$ cat src/rtl/mem_ctrl_pkg.sv
// Shared types and constants for the byte-serial memory responder.
// Holds the FSM state encoding, the default RAM address width and the fetch address helper.
// No logic of its own; imported by mem_ctrl.
package mem_ctrl_pkg;

   // Default RAM byte-address width; request address bits above this are dropped.
   localparam int RAM_AW_DEF = 17;

   localparam logic [31:0] ZERO_WORD = 32'h0000_0000;
   localparam logic [7:0]  ZERO_BYTE = 8'h00;
   localparam logic        TRUE_V    = 1'b1;
   localparam logic        FALSE_V   = 1'b0;

   // IDLE/DATA plus one state per fetch beat; IF4 is the done-pulse cycle.
   typedef enum logic [2:0] {
      ST_IDLE = 3'd0,
      ST_DATA = 3'd1,
      ST_IF0  = 3'd2,
      ST_IF1  = 3'd3,
      ST_IF2  = 3'd4,
      ST_IF3  = 3'd5,
      ST_IF4  = 3'd6
   } state_e;

   // Full 32-bit byte address of fetch beat idx; the caller truncates to the RAM width,
   // so a fetch that runs off the top of the RAM wraps to address 0.
   function automatic logic [31:0] fetch_byte_addr(input logic [31:0] base, input logic [1:0] idx);
      return base + {30'd0, idx};
   endfunction

endpackage

$ cat src/rtl/mem_ctrl.sv
// Arbitrates one byte-wide RAM port between a data port (pass-through) and an instruction port (4-byte fetch).
// Data port: combinational, same cycle. Fetch: 5 cycles from accept to if_done_o pulse.
// Data port is never stalled and preempts any fetch in progress; the fetch restarts from byte 0 afterwards.
module mem_ctrl
   import mem_ctrl_pkg::*;
#(
   parameter int RAM_AW = RAM_AW_DEF
) (
   input  logic              clk,
   input  logic              rst,
   input  logic              if_req_i,
   input  logic [31:0]       if_addr_i,
   output logic [31:0]       if_inst_o,
   output logic              if_done_o,
   input  logic              mem_req_i,
   input  logic              mem_we_i,
   input  logic [31:0]       mem_addr_i,
   input  logic [7:0]        mem_wdata_i,
   output logic [7:0]        mem_rdata_o,
   output logic [RAM_AW-1:0] ram_a_o,
   output logic [7:0]        ram_dout_o,
   output logic              ram_wr_o,
   input  logic [7:0]        ram_din_i
);

   state_e      state_q, state_d;
   logic [23:0] buf_q, buf_d;     // bytes 0..2 of the fetch in progress
   logic [31:0] inst_q, inst_d;   // last assembled word, held between done pulses

   logic        fetch_go;         // a fetch beat address goes out this cycle (if the data port is quiet)
   logic [1:0]  fetch_idx;        // which byte of the word that beat addresses
   logic [31:0] fetch_sum;
   logic        capture;          // fetch still alive: requester holding on, data port quiet

   assign fetch_sum = fetch_byte_addr(if_addr_i, fetch_idx);
   assign capture   = if_req_i & ~mem_req_i;

   // High address bits are dropped on purpose; keep them visibly consumed.
   logic unused_hi;
   assign unused_hi = ^{mem_addr_i[31:RAM_AW], fetch_sum[31:RAM_AW]};

   // Next state and fetch beat selection; the data port overrides everything.
   always_comb begin
      state_d   = state_q;
      fetch_go  = FALSE_V;
      fetch_idx = 2'd0;
      case (state_q)
         ST_IDLE: begin
            if (if_req_i) begin
               state_d  = ST_IF0;
               fetch_go = TRUE_V;
            end
         end
         ST_DATA: begin
            // The cycle the data port lets go is spent returning to IDLE.
            state_d = ST_IDLE;
         end
         ST_IF0: begin
            if (if_req_i) begin
               state_d   = ST_IF1;
               fetch_go  = TRUE_V;
               fetch_idx = 2'd1;
            end else begin
               state_d = ST_IDLE;
            end
         end
         ST_IF1: begin
            if (if_req_i) begin
               state_d   = ST_IF2;
               fetch_go  = TRUE_V;
               fetch_idx = 2'd2;
            end else begin
               state_d = ST_IDLE;
            end
         end
         ST_IF2: begin
            if (if_req_i) begin
               state_d   = ST_IF3;
               fetch_go  = TRUE_V;
               fetch_idx = 2'd3;
            end else begin
               state_d = ST_IDLE;
            end
         end
         ST_IF3: begin
            state_d = if_req_i ? ST_IF4 : ST_IDLE;
         end
         ST_IF4: begin
            state_d = ST_IDLE;
         end
         default: begin
            state_d = ST_IDLE;
         end
      endcase
      if (mem_req_i) begin
         state_d  = ST_DATA;
         fetch_go = FALSE_V;
      end
   end

   // Byte capture: RAM data arrives one cycle after its address, so IFk holds byte k.
   // Any abort clears the partial word so a restart cannot reuse stale bytes.
   always_comb begin
      buf_d  = buf_q;
      inst_d = inst_q;
      case (state_q)
         ST_IF0:  buf_d = capture ? {buf_q[23:8], ram_din_i} : 24'd0;
         ST_IF1:  buf_d = capture ? {buf_q[23:16], ram_din_i, buf_q[7:0]} : 24'd0;
         ST_IF2:  buf_d = capture ? {ram_din_i, buf_q[15:0]} : 24'd0;
         ST_IF3: begin
            if (capture) begin
               inst_d = {ram_din_i, buf_q};
            end
            buf_d = 24'd0;
         end
         default: begin
         end
      endcase
   end

   // RAM port mux: data port wins in the same cycle; otherwise the current fetch beat, else idle zeros.
   always_comb begin
      ram_a_o     = '0;
      ram_wr_o    = FALSE_V;
      ram_dout_o  = ZERO_BYTE;
      mem_rdata_o = ZERO_BYTE;
      if (rst) begin
         ram_a_o = '0;
      end else if (mem_req_i) begin
         ram_a_o     = mem_addr_i[RAM_AW-1:0];
         ram_wr_o    = mem_we_i;
         ram_dout_o  = mem_wdata_i;
         mem_rdata_o = ram_din_i;
      end else if (fetch_go) begin
         ram_a_o = fetch_sum[RAM_AW-1:0];
      end
   end

   assign if_done_o = (state_q == ST_IF4) & ~rst;
   assign if_inst_o = inst_q;

   // State and fetch buffers; synchronous reset discards any fetch in flight.
   always_ff @(posedge clk) begin
      if (rst) begin
         state_q <= ST_IDLE;
         buf_q   <= 24'd0;
         inst_q  <= ZERO_WORD;
      end else begin
         state_q <= state_d;
         buf_q   <= buf_d;
         inst_q  <= inst_d;
      end
   end

endmodule

$ cat config.mk
export PLATFORM = sky130hd
export DESIGN_NAME = mem_ctrl
export DESIGN_NICKNAME = d
export VERILOG_FILES = /design/src/rtl/mem_ctrl_pkg.sv /design/src/rtl/mem_ctrl.sv
export SDC_FILE = /design/constraint.sdc
export NUM_CORES = 1
export LEC_CHECK = 0
export ABC_AREA = 1
export CORE_MARGIN = 10
export CORE_UTILIZATION = 45
export CTS_CLUSTER_SIZE = 16
export DETAILED_ROUTE_END_ITERATION = 12
export PLACE_DENSITY = 0.89
export SETUP_SLACK_MARGIN = 0.3
export SYNTH_ARGS = -nofsm -noshare
export SYNTH_HDL_FRONTEND = slang
export SYNTH_SLANG_ARGS = --single-unit
$ cat constraint.sdc
create_clock -name clk -period 6.7 [get_ports clk]
set_input_delay 2.01 -clock clk [delete_from_list [all_inputs] [get_ports clk]]
set_output_delay 2.01 -clock clk [all_outputs]
set_load 0.1 [all_outputs]
==> run summary <==
Status: complete, no violations
PD cells: 180 mW/mm^2
Total Wirelength: 10.1 mm
Fin Setup TNS: 0 ps
H-tree Lvls: 3
DRC Markers: 0
Min cycle time layout: 6260 ps
Post-Synthesis Cells: 527
Max Cap Violations: 0
Leak pwr: 2.25 nW
Fill count: 545
Top delay family on crit path: buffers and inverters
Slew Limit Fails: 0
Type of origin of the critical path: primary input
Fin crit share: 0.934
Max Clock Skew: 5.27 ps
CTS root buf: clkbuf_8
Initial drt markers: 233
Port Buf Inserts: 121
Vias in the first global route: 3527
HPWL Detailed: 7.93 mm
CP required: 4690 ps
Synth Net Count: 615
Initial antenna violation count: 0
DIE AREA: 0.0110 sq mm
Final #Nets: 729
Pin count of the biggest net entering global routing: 60
Crit-path max FO: 5
Die Width: 105 um
Peak supply drop: 0.0856 mV
Most common cell after layout, fill and taps aside: nand2_1
Library cells used by synthesis: 30
Finish-stage setup viols: 0
WP buf/inv: 3
Clock Path Buffers: 2
Layout Utilization: 0.716
Per-cell routed wire length: 13.7 um
Drt pass-1 iters: 4
Std-Cell Core Area: 0.00691 sq mm
Worst slew margin: 0.253
Seq cells post-synth: 59
Area post-placement: 0.00474 sq mm
First-pass GRT wire length: 16.6 mm
Final Hold Fails: 0
Ant diodes: 0
Crit path largest cell delay: 470 ps
Starting Density: 0.471
Hold Slack: 455 ps
Hold Path Class: reg -> reg
Most common cell on crit path: nand2_1
RSZ-0062 raised after global routing: false
Fmax: 160 MHz
Hold buffer count at cts: 0
Die H: 105 um
Routed vias/inst: 4.91
Clock-pin slew on the worst setup and hold paths: 60 ps
Boundary Pins: 152
Cell Chain, Critical Path: clkdlybuf4s50_1 > nand2_1 > nand2_1 > ha_1 > fa_1 > nand2_1 > inv_1 > nand2_1 > nor2_4 > o31ai_4 > buf_12
Kind of critical path: in -> out
Slowest CP cell: clkdlybuf4s50_1
Design area: 0.00495 sq mm
Total number of vias: 3631
Later-pin clock latency in the skew report: 330 ps
Count of clock tree sinks: 59
Footprint of the multi-input gates: 0.00172 sq mm
Layout area overhead: 52.2%
Sequential-to-total area share from yosys stat: 0.363
Detail Route Antenna Nets: 0
CTS Buf Count: 9
FF+latch area: 0.00118 sq mm
Total chip power: 0.000891 W
Avg Cell Area, Syn: 6.17 sq um
Yosys warnings: 0
Rows: 30
CTS tree: built
Gr ovfl total: 0
All-layer global routing usage: 0.178
Crit path capture type: primary output
GPL Wtd Cong: 0.908
Commonest cells after routing, fill and taps aside: nand2_1 (147), nor2_1 (88), clkdlybuf4s50_1 (86)
Worst Tran Pin Value: 1120 ps
Critical Path AT: 4250 ps
Layout cell share with drive strength beyond 1: 0.120
Post-Syn Area: 0.00325 sq mm
## worst paths after layout
| path | endpoint | start | cells past startpoint | slack [ps] |
|---|---|---|---|---|
| hold / removal | if_inst_o[14] | buf_q[14] | 2 | 460 |
| setup / recovery | ram_a_o[8] | if_req_i | 11 | 440 |
| hold reg to reg | if_inst_o[14] | buf_q[14] | 2 | 460 |
| setup reg to reg | if_inst_o[2] | state_q[0] | 5 | 4610 |
## synth_stat cells, drive strengths merged
cell | number | area share
nor2 | 96 | 0.12
fa | 1 | 0.0062
a21o | 1 | 0.0023
a22o | 2 | 0.0054
o21bai | 2 | 0.0046
nand2 | 148 | 0.17
ha | 2 | 0.0077
nand3b | 1 | 0.0023
a21oi | 27 | 0.042
nor3 | 2 | 0.0031
clkbuf | 5 | 0.0058
a311oi | 1 | 0.0027
dfxtp | 59 | 0.36
buf | 16 | 0.027
and2 | 1 | 0.0019
a31oi | 2 | 0.0038
inv | 74 | 0.085
nand4 | 21 | 0.040
nand3 | 27 | 0.045
o21ai | 37 | 0.057
o31ai | 2 | 0.0046
## worst reg2reg max path: stages (launching register included)
cell and delay (ps):
dfxtp_1 430, nand3_1 230, nor2_4 890, inv_2 230, nor2_1 160, nor2_1 60
## layer usage
layer / share of wire / GRT usage / vias to the layer above
met1: 0.36 / 0.162 / 1602
met4: 0.022 / 0.0647 / 0
met5: 0 / 0 / -
li1: - / - / 1889
met3: 0.10 / 0.0891 / 20
met2: 0.51 / 0.331 / 120
## timing repair
item	in CTS	in global routing
setup buffers	0	0
gates resized for setup	0	5
setup endpoints to repair	0	6
endpoints found under the hold margin	0	0
## layout make-up
cell class              instances  area share
multi-input cells             373       0.348
flip-flops and latches         59       0.239
inverters                      74      0.0561
well taps                      96      0.0243
clock buffers                  13      0.0362
clock inverters                 1     0.00152
repair buffers                124       0.295
## stage by stage
stage	std cells	worst slack (ps)
after floorplan	527	253
after CTS	740	346
after global placement	726	490
final	740	443
after detailed placement	726	358
after global routing	740	267
## cell families after synthesis
logic type / count (synthesis) / share of synthesized area
AO/OA/AOI/OAI: 74 / 0.122
adder cells (fa/ha/maj): 3 / 0.0139
buffers and inverters: 95 / 0.118
flip-flops: 59 / 0.363
AND/OR/NAND/NOR: 296 / 0.383
## registers in the layout, indices dropped and copies added (netlist names)
register / count
buf_q: 24
state_q: 3
if_inst_o: 32
## where the power goes
group          internal (W)  leakage (nW)  switching, W  total (W)
registers          0.000360         0.478    0.00000379   0.000364
clock network      0.000170        0.0936      0.000125   0.000295
logic             0.0000849          1.68      0.000147   0.000232
total              0.000615          2.25      0.000276   0.000891
No activity file was read; power rests on OpenSTA's default activity.
